### src/rtl/histo_eq_reader.sv
`default_nettype none
// ============================================================================
// Module      : histo_eq_reader
// Description : Scans the 256-bin histogram after each frame, builds the
//               equalisation LUT from the scaled cumulative sum and records
//               the most populated bin.
// Revision    : 1.0 - initial release
// ============================================================================
module histo_eq_reader #(
    parameter int BIN_W    = 20,
    parameter int PIX_LOG2 = 10,
    parameter int ACC_W    = BIN_W + 8
) (
    input  logic             iPclk,
    input  logic             iRST_N,
    input  logic             iFval,
    output logic [7:0]       oRd_addr,
    output logic             oRd_en,
    input  logic [BIN_W-1:0] iRd_data,
    output logic             oLut_we,
    output logic [7:0]       oLut_addr,
    output logic [7:0]       oLut_data,
    output logic             oBusy,
    output logic             oDone,
    output logic             oAbort,
    output logic [7:0]       oMax_bin,
    output logic [BIN_W-1:0] oMax_cnt
);

    typedef enum logic [1:0] {
        S_IDLE  = 2'd0,
        S_READ  = 2'd1,
        S_DRAIN = 2'd2,
        S_DONE  = 2'd3
    } state_t;

    state_t            r_state;
    state_t            w_state_nxt;

    logic              r_fval;
    logic              r_fval_d;
    logic              w_fall;
    logic              w_rise;
    logic              w_start;
    logic              w_abort;
    logic              w_take;

    logic [7:0]        r_rd_addr;
    logic              r_drain_cnt;
    logic              r_rd_vld;
    logic [7:0]        r_rd_idx;

    logic [ACC_W-1:0]  r_cum;
    logic [ACC_W-1:0]  w_cum_nxt;
    logic [ACC_W+7:0]  w_prod;
    logic [ACC_W+7:0]  w_scaled;
    logic [7:0]        w_lut_val;

    logic              r_lut_we;
    logic [7:0]        r_lut_addr;
    logic [7:0]        r_lut_data;
    logic              r_abort;
    logic [7:0]        r_run_max_bin;
    logic [BIN_W-1:0]  r_run_max_cnt;
    logic [7:0]        r_max_bin;
    logic [BIN_W-1:0]  r_max_cnt;

    assign w_fall  = r_fval_d & ~r_fval;
    assign w_rise  = ~r_fval_d & r_fval;
    assign w_start = (r_state == S_IDLE) && w_fall;
    assign w_abort = w_rise && ((r_state == S_READ) || (r_state == S_DRAIN));
    // Data returning in the abort cycle is discarded so no write follows it
    assign w_take  = r_rd_vld && !w_abort;

    always_ff @(posedge iPclk or negedge iRST_N) begin
        if (!iRST_N) begin
            r_fval   <= 1'b0;
            r_fval_d <= 1'b0;
        end else begin
            r_fval   <= iFval;
            r_fval_d <= r_fval;
        end
    end

    always_ff @(posedge iPclk or negedge iRST_N) begin
        if (!iRST_N) begin
            r_state <= S_IDLE;
        end else begin
            r_state <= w_state_nxt;
        end
    end

    always_comb begin
        w_state_nxt = r_state;
        case (r_state)
            S_IDLE: begin
                if (w_fall) begin
                    w_state_nxt = S_READ;
                end
            end
            S_READ: begin
                if (w_abort) begin
                    w_state_nxt = S_IDLE;
                end else if (r_rd_addr == 8'hFF) begin
                    w_state_nxt = S_DRAIN;
                end
            end
            S_DRAIN: begin
                if (w_abort) begin
                    w_state_nxt = S_IDLE;
                end else if (r_drain_cnt) begin
                    w_state_nxt = S_DONE;
                end
            end
            S_DONE: begin
                w_state_nxt = S_IDLE;
            end
            default: begin
                w_state_nxt = S_IDLE;
            end
        endcase
    end

    always_ff @(posedge iPclk or negedge iRST_N) begin
        if (!iRST_N) begin
            r_rd_addr   <= 8'd0;
            r_drain_cnt <= 1'b0;
            r_rd_vld    <= 1'b0;
            r_rd_idx    <= 8'd0;
        end else begin
            if ((r_state == S_READ) && (w_state_nxt == S_READ)) begin
                r_rd_addr <= r_rd_addr + 8'd1;
            end else begin
                r_rd_addr <= 8'd0;
            end
            if ((r_state == S_DRAIN) && !w_abort) begin
                r_drain_cnt <= ~r_drain_cnt;
            end else begin
                r_drain_cnt <= 1'b0;
            end
            r_rd_vld <= (r_state == S_READ) && !w_abort;
            r_rd_idx <= r_rd_addr;
        end
    end

    // LUT value = cum*255 / 2^PIX_LOG2, saturated to 8 bits
    assign w_cum_nxt = r_cum + {{(ACC_W-BIN_W){1'b0}}, iRd_data};
    assign w_prod    = {w_cum_nxt, 8'd0} - {8'd0, w_cum_nxt};
    assign w_scaled  = w_prod >> PIX_LOG2;
    assign w_lut_val = (|w_scaled[ACC_W+7:8]) ? 8'hFF : w_scaled[7:0];

    always_ff @(posedge iPclk or negedge iRST_N) begin
        if (!iRST_N) begin
            r_cum         <= '0;
            r_lut_we      <= 1'b0;
            r_lut_addr    <= 8'd0;
            r_lut_data    <= 8'd0;
            r_run_max_bin <= 8'd0;
            r_run_max_cnt <= '0;
        end else begin
            r_lut_we <= w_take;
            if (w_start) begin
                r_cum         <= '0;
                r_run_max_bin <= 8'd0;
                r_run_max_cnt <= '0;
            end else if (w_take) begin
                r_cum      <= w_cum_nxt;
                r_lut_addr <= r_rd_idx;
                r_lut_data <= w_lut_val;
                // Strictly greater keeps the lowest index on ties
                if (iRd_data > r_run_max_cnt) begin
                    r_run_max_bin <= r_rd_idx;
                    r_run_max_cnt <= iRd_data;
                end
            end
        end
    end

    always_ff @(posedge iPclk or negedge iRST_N) begin
        if (!iRST_N) begin
            r_abort   <= 1'b0;
            r_max_bin <= 8'd0;
            r_max_cnt <= '0;
        end else begin
            r_abort <= w_abort;
            if (r_state == S_DONE) begin
                r_max_bin <= r_run_max_bin;
                r_max_cnt <= r_run_max_cnt;
            end
        end
    end

    assign oRd_en    = (r_state == S_READ);
    assign oRd_addr  = r_rd_addr;
    assign oLut_we   = r_lut_we;
    assign oLut_addr = r_lut_addr;
    assign oLut_data = r_lut_data;
    assign oBusy     = (r_state != S_IDLE);
    assign oDone     = (r_state == S_DONE);
    assign oAbort    = r_abort;
    assign oMax_bin  = r_max_bin;
    assign oMax_cnt  = r_max_cnt;

endmodule
`default_nettype wire
### config.mk
export PLATFORM = sky130hd
export DESIGN_NAME = histo_eq_reader
export DESIGN_NICKNAME = d
export VERILOG_FILES = /design/src/rtl/histo_eq_reader.sv
export SDC_FILE = /design/constraint.sdc
export NUM_CORES = 1
export LEC_CHECK = 0
export CAP_MARGIN = 5
export CORE_UTILIZATION = 30
export CTS_CLUSTER_DIAMETER = 200
export CTS_CLUSTER_SIZE = 10
export DETAILED_ROUTE_END_ITERATION = 8
export PLACE_DENSITY = 0.57
export SLEW_MARGIN = 20
export SYNTH_ARGS = -nofsm -noshare
export SYNTH_HDL_FRONTEND = slang
export SYNTH_SLANG_ARGS = --single-unit
### constraint.sdc
create_clock -name iPclk -period 14.1 [get_ports iPclk]
set_clock_uncertainty 0.05 [all_clocks]
set_input_delay 2.82 -clock iPclk [delete_from_list [all_inputs] [get_ports iPclk]]
set_output_delay 2.82 -clock iPclk [all_outputs]
set_load 0.03 [all_outputs]
# After elaboration in Yosys (flattened, before gate mapping)
# Index checks and enable logic that the tools add are counted.
dict set report totals {
  in_bits 23
  reg_bits 124
  elab_cells 63
}
dict set report op_classes {
  mux 17
  n_addsub 3
  magnitude_cmp 1
  reduce_logical 15
  n_eq_ne 5
  bitwise_logic 6
}
# op count
set op_table {}
lappend op_table {{2-to-1 mux 20 bit} 3}
lappend op_table {{2-to-1 mux 28 bit} 2}
lappend op_table {{2-to-1 mux 8 bit} 5}
lappend op_table {{subtractor 36 x 28 -> 36 bit} 1}
lappend op_table {{adder 28 x 20 -> 28 bit} 1}
lappend op_table {{> comparator 20 bit} 1}
lappend op_table {{OR reduction 18 bit} 1}
lappend op_table {{2-to-1 mux 2 bit} 5}
lappend op_table {{adder 8 x 1 -> 8 bit, second input constant} 1}
lappend op_table {{== test 8 bit, second input constant} 1}
lappend op_table {{one-hot mux 2 bit (4 select lines)} 1}
lappend op_table {{logical AND 1 bit} 6}
lappend op_table {{nonzero test 2 bit} 3}
lappend op_table {{== test 2 x 1 -> 1 bit, second input constant} 2}
lappend op_table {{== test 2 bit, second input constant} 2}
lappend op_table {{inverter 1 bit} 4}
lappend op_table {{AND reduction 2 bit} 2}
lappend op_table {{AND 1 bit} 2}
lappend op_table {{zero test 2 bit} 1}
lappend op_table {{zero test 1 bit} 1}
lappend op_table {{logical OR 1 bit} 1}
lappend op_table {{2-to-1 mux 1 bit} 1}

# Depth between registers and ports, before layout
dict set report depth {
  ltp_word 8
  mapped_depth 25
}

# Worst setup path before layout
# OpenSTA, ideal clock, no wires.
dict set report synth_path {
  path_type {input port to flip-flop}
  startpoint {in iRd_data[0]}
  endpoint {reg r_lut_data[6], in the netlist oLut_data[6]}
  stages 25
  path_buffers 0
  required_ns 13.914
  setup_time_ns 0.136
  path_slack_ns 6.594
  arrival_time_ns 7.319
  path_cell_list {ha_1 -> inv_1 -> fa_1 -> nand2b_1 -> a21oi_2 -> nor2b_1 -> o21bai_1 -> a21oi_1 -> nor2b_1 -> o21ai_0 -> nand2b_1 -> xor2_1 -> inv_1 -> ha_1 -> nand4_1 -> or2_1 -> nor2_1 -> nand2_1 -> or4_4 -> a21o_1 -> nor3_2 -> o22ai_1 -> a2111o_1 -> nor4_4 -> a21oi_1}
}
dict set report synth_between {
  elab_chain_len 4
}
# item line
set synth_rtl {}
lappend synth_rtl {{from (decl)} 19} ;# input logic [BIN_W-1:0] iRd_data,
lappend synth_rtl {{adder 28 x 20 -> 28 bit (*)} 147} ;# assign w_cum_nxt = r_cum + {{(ACC_W-BIN_W){1'b0}}, iRd_data};
lappend synth_rtl {{subtractor 36 x 28 -> 36 bit (*)} 148} ;# assign w_prod = {w_cum_nxt, 8'd0} - {8'd0, w_cum_nxt};
lappend synth_rtl {{OR reduction 18 bit} 150} ;# assign w_lut_val = (|w_scaled[ACC_W+7:8]) ? 8'hFF : w_scaled[7:0];
lappend synth_rtl {{2-to-1 mux 8 bit (*)} 150}
lappend synth_rtl {{to (signal assigned)} 169} ;# r_lut_data <= w_lut_val;
lappend synth_rtl {{to (decl)} 61} ;# logic [7:0] r_lut_data;
# Every way passes the cells marked *; elsewhere a longest branch is shown, timed or not.
# A chain may end at the register's enable or synchronous reset.

# Worst setup path in the final report
dict set report layout_path {
  startpoint {in iRd_data[0]}
  endpoint {reg r_lut_data[1], in the netlist oLut_data[1]}
}
# Same word-level chain as after synthesis.

==> results.toml <==
[run_status]
outcome = "finished, final reports clean"

[worst_setup_path]
reg2reg_slack_ns = 8.13
crit_arrival_ns = 8.78
critPathKind = "input pin to register"
required_ns = 14.34
critPathLaunchType = "input pin"
path_max_fanout = 8
ff2ff_path_depth = 25
worstSetupEndpointType = "register"

[power_and_ir_drop]
clockPowerShare_pct = 17.0
total_power_mw = 2.62
p_leak_nw = 4.36
swShare_pct = 48.9
pwr-share-seq_pct = 18.3
intPower_mw = 1.34
power_frac_comb_pct = 64.7
p_switching_mw = 1.28
ir_worst_vdd_v = 0.000139
power.density_nw_per_um2 = 265

[grt]
grt_max_degree = 75
grt-ovfl-total = 0
grt_pass1_vias = 6629
grt_first_pass_wirelength_um = 35500
grt_use_total_pct = 15.9
antenna_found_initial = 0

[yosys]
yosys-top-cells-count = "dfrtp_1 (124), nand2_1 (87), a21oi_1 (73)"
ys_seq_area_share_pct = 38.0
syn_nets = 969
synth_area_um2 = 8170
yosys.area.top_type = "dfrtp_1"
synthDistinctLibCells = 76
synth_edf_count = 0
synth_most_common_cell = "dfrtp_1"
synthArstFlopShare_pct = 100
synth-compound-area-share_pct = 20.1
synthXorXnorAreaFrac_pct = 5.56
yosys.area.top_type_share_pct = 38.0
synthCells = 880
synth_fa_ha_area_share_pct = 10.2
ys_ff_latch = 124
synth_ff_type = "dfrtp_1"
syn_avg_cell_area_um2 = 9.28
synth.area.mux_share_pct = 5.36
synth_top_family_by_area = "compound AO/OA/AOI/OAI gates"
synthTopCellsByArea = "dfrtp_1 (38%), ha_1 (10%), mux2_2 (5.2%)"
synth-simple-area-share_pct = 16.3
yosysWarningCount = 0

[finish]
fin_nets = 1037
syn_to_final_growth_pct = 21.0
final_area_um2 = 9880
regArea_um2 = 3100
multi_input_area_um2 = 4700
layout-drive-gt1-share_pct = 10.3
antenna_cells = 0
n_fill_cell = 2690

[sta]
rsz0062_at_grt = "no"
finalCritPeriodShare_pct = 60.6
setup_viol = 0
hold_violations = 0
finalWorstPathRequiredPeriod_ns = 8.54
relSlewSlack_pct = 30.7
tightest_slew_ns = 1.03
tns_ns = 0
final_max_slew_viol_count = 0
clock.fmax_mhz = 117

[placement]
gp_congestion = 0.861
place_area_um2 = 9290
io_buffers = 79
hpwlAfterDp_um = 16200

[clock_tree]
cts_max_path_buffers = 2
cts-hold-fix-buffers = 0
clkSinkCount = 124
path_clk_slew_ns = 0.06
h-tree-depth = 4
numCtsBuffers = 17
postCtsSetupBuffers = 0
cts_tree = "built"
clkLatencyLatePin_ns = 0.43
post_cts_resized = 0
cts-root-buf = "clkbuf_16"

[route]
drt_iter0_drc = 526
first_pass_iters = 7
drc = 0
num_vias = 6767
ant_nets = 0
routed_via_density = 5.20
drt_wl_total_um = 21800
wire_per_inst_um = 16.7

[floorplanning]
die_width_um = 167
start_util_pct = 30.5
design.core.area_um2 = 26800
io_pins = 80
rows = 60
die_area_um2 = 27900
fp.dieH_um = 167

[hold_path]
hold_class = "register to register"
hold_depth = 0

[job]
maxCapViolations = 0
-- layout make-up --
| type | instances | area share, % |
|---|---|---|
| Sequential cell | 124 | 31.4 |
| Clock inverter | 15 | 1.72 |
| Inverter | 54 | 2.05 |
| Timing Repair Buffer | 87 | 8.59 |
| Clock buffer | 17 | 4.31 |
| Multi-Input combinational cell | 664 | 47.6 |
| Tap cell | 341 | 4.32 |
-- cell families after synthesis --
kind of cell | count (synthesis)
adder cells (fa/ha/maj) | 66
flip-flops | 124
XOR/XNOR | 51
multiplexers | 39
AO/OA/AOI/OAI | 238
AND/OR/NAND/NOR | 270
buffers and inverters | 92
-- per-stage QoR --
step,utilization [%],instances,hold slack [ns],setup slack (ns)
2_1_floorplan,-,880,0.339,6.59
5_1_grt,36.9,1302,0.398,5.12
6_report,36.9,1302,0.379,5.56
3_5_place_dp,34.6,1270,0.361,5.22
3_3_place_gp,34.6,1270,0.358,5.31
4_1_cts,36.9,1302,0.376,5.65
-- final timing paths --
| kind | endpoint | startpoint |
|---|---|---|
| worst max-delay path | oLut_data[1]$_DFFE_PN0P_ | iRd_data[0] |
| max in group asynchronous | r_cum[2]$_DFFE_PN0P_ | iRST_N |
| worst max register to register | oLut_data[1]$_DFFE_PN0P_ | r_cum[0]$_DFFE_PN0P_ |
| min in group asynchronous | oRd_addr[0]$_DFF_PN0_ | iRST_N |
| worst min-delay path | r_fval_d$_DFF_PN0_ | r_fval$_DFF_PN0_ |
| worst min register to register | r_fval_d$_DFF_PN0_ | r_fval$_DFF_PN0_ |
-- layout by cell type, fill, tap and decap left out, drive strengths merged, types with 3 or more instances in the layout --
cell / instances
dfrtp: 124
xnor2: 30
nand3: 29
o22ai: 4
xor2: 21
or3: 7
nor3: 14
o211ai: 8
clkbuf: 17
a41oi: 3
nor2b: 12
nor2: 58
and3: 10
o21a: 8
nor3b: 4
nand2: 87
or2: 5
nor4: 3
o31ai: 6
buf: 9
mux2: 38
ha: 65
a22o: 28
a211oi: 5
clkinv: 4
a21oi: 77
o21bai: 8
nand4: 16
a211o: 6
a21boi: 3
nand2b: 6
o21ai: 27
clkdlybuf4s50: 78
inv: 62
and2: 9
a31oi: 7
a21o: 23
-- power groups by stage --
stage	Sequential [mW]	Combinational, mW	Clock, mW
4_1_cts	0.480	1.69	0.455
5_1_grt	0.489	1.88	0.472
6_report	0.480	1.70	0.447
3_3_place_gp	0.485	1.68	0
2_1_floorplan	0.476	1.28	0
3_5_place_dp	0.486	1.67	0
-- metal layers --
metal | global-route usage, % | up-vias | wire length (um)
met5 | 0 | - | 0
met4 | 4.39 | 0 | 281
met3 | 2.59 | 27 | 865
met2 | 26.0 | 151 | 10300
met1 | 21.5 | 3287 | 10300
li1 | - | 3302 | -
-- sequential cells by signal (all words and copies together) (netlist names) --
name	cells
r_fval	1
r_run_max_cnt	20
r_cum	28
oMax_cnt	20
oLut_addr	8
r_rd_vld	1
oLut_data	8
r_fval_d	1
oRd_addr	8
r_rd_idx	8
oMax_bin	8
oLut_we	1
r_state	2
r_run_max_bin	8
oAbort	1
r_drain_cnt	1
-- worst max-delay path: stages --
cell and delay (ns):
clkdlybuf4s50_1 0.52, ha_1 0.21, inv_1 0.06, fa_1 0.39
nand2b_1 0.21, a21oi_2 0.18, nor2b_1 0.10, o21bai_1 0.13
a21oi_1 0.12, nor2b_1 0.13, o21ai_0 0.08, nand2b_1 0.10
xor2_1 0.41, inv_1 0.10, ha_1 0.38, nand4_1 0.15
or2_1 0.27, nor2_1 0.23, nand2_1 0.08, or4_4 0.43
a31oi_1 0.34, a21oi_1 0.17, a221oi_1 0.31, nand4_1 0.21
nor4_4 0.50, a21oi_1 0.13
Note: power is estimated with default switching activity, not from simulation.
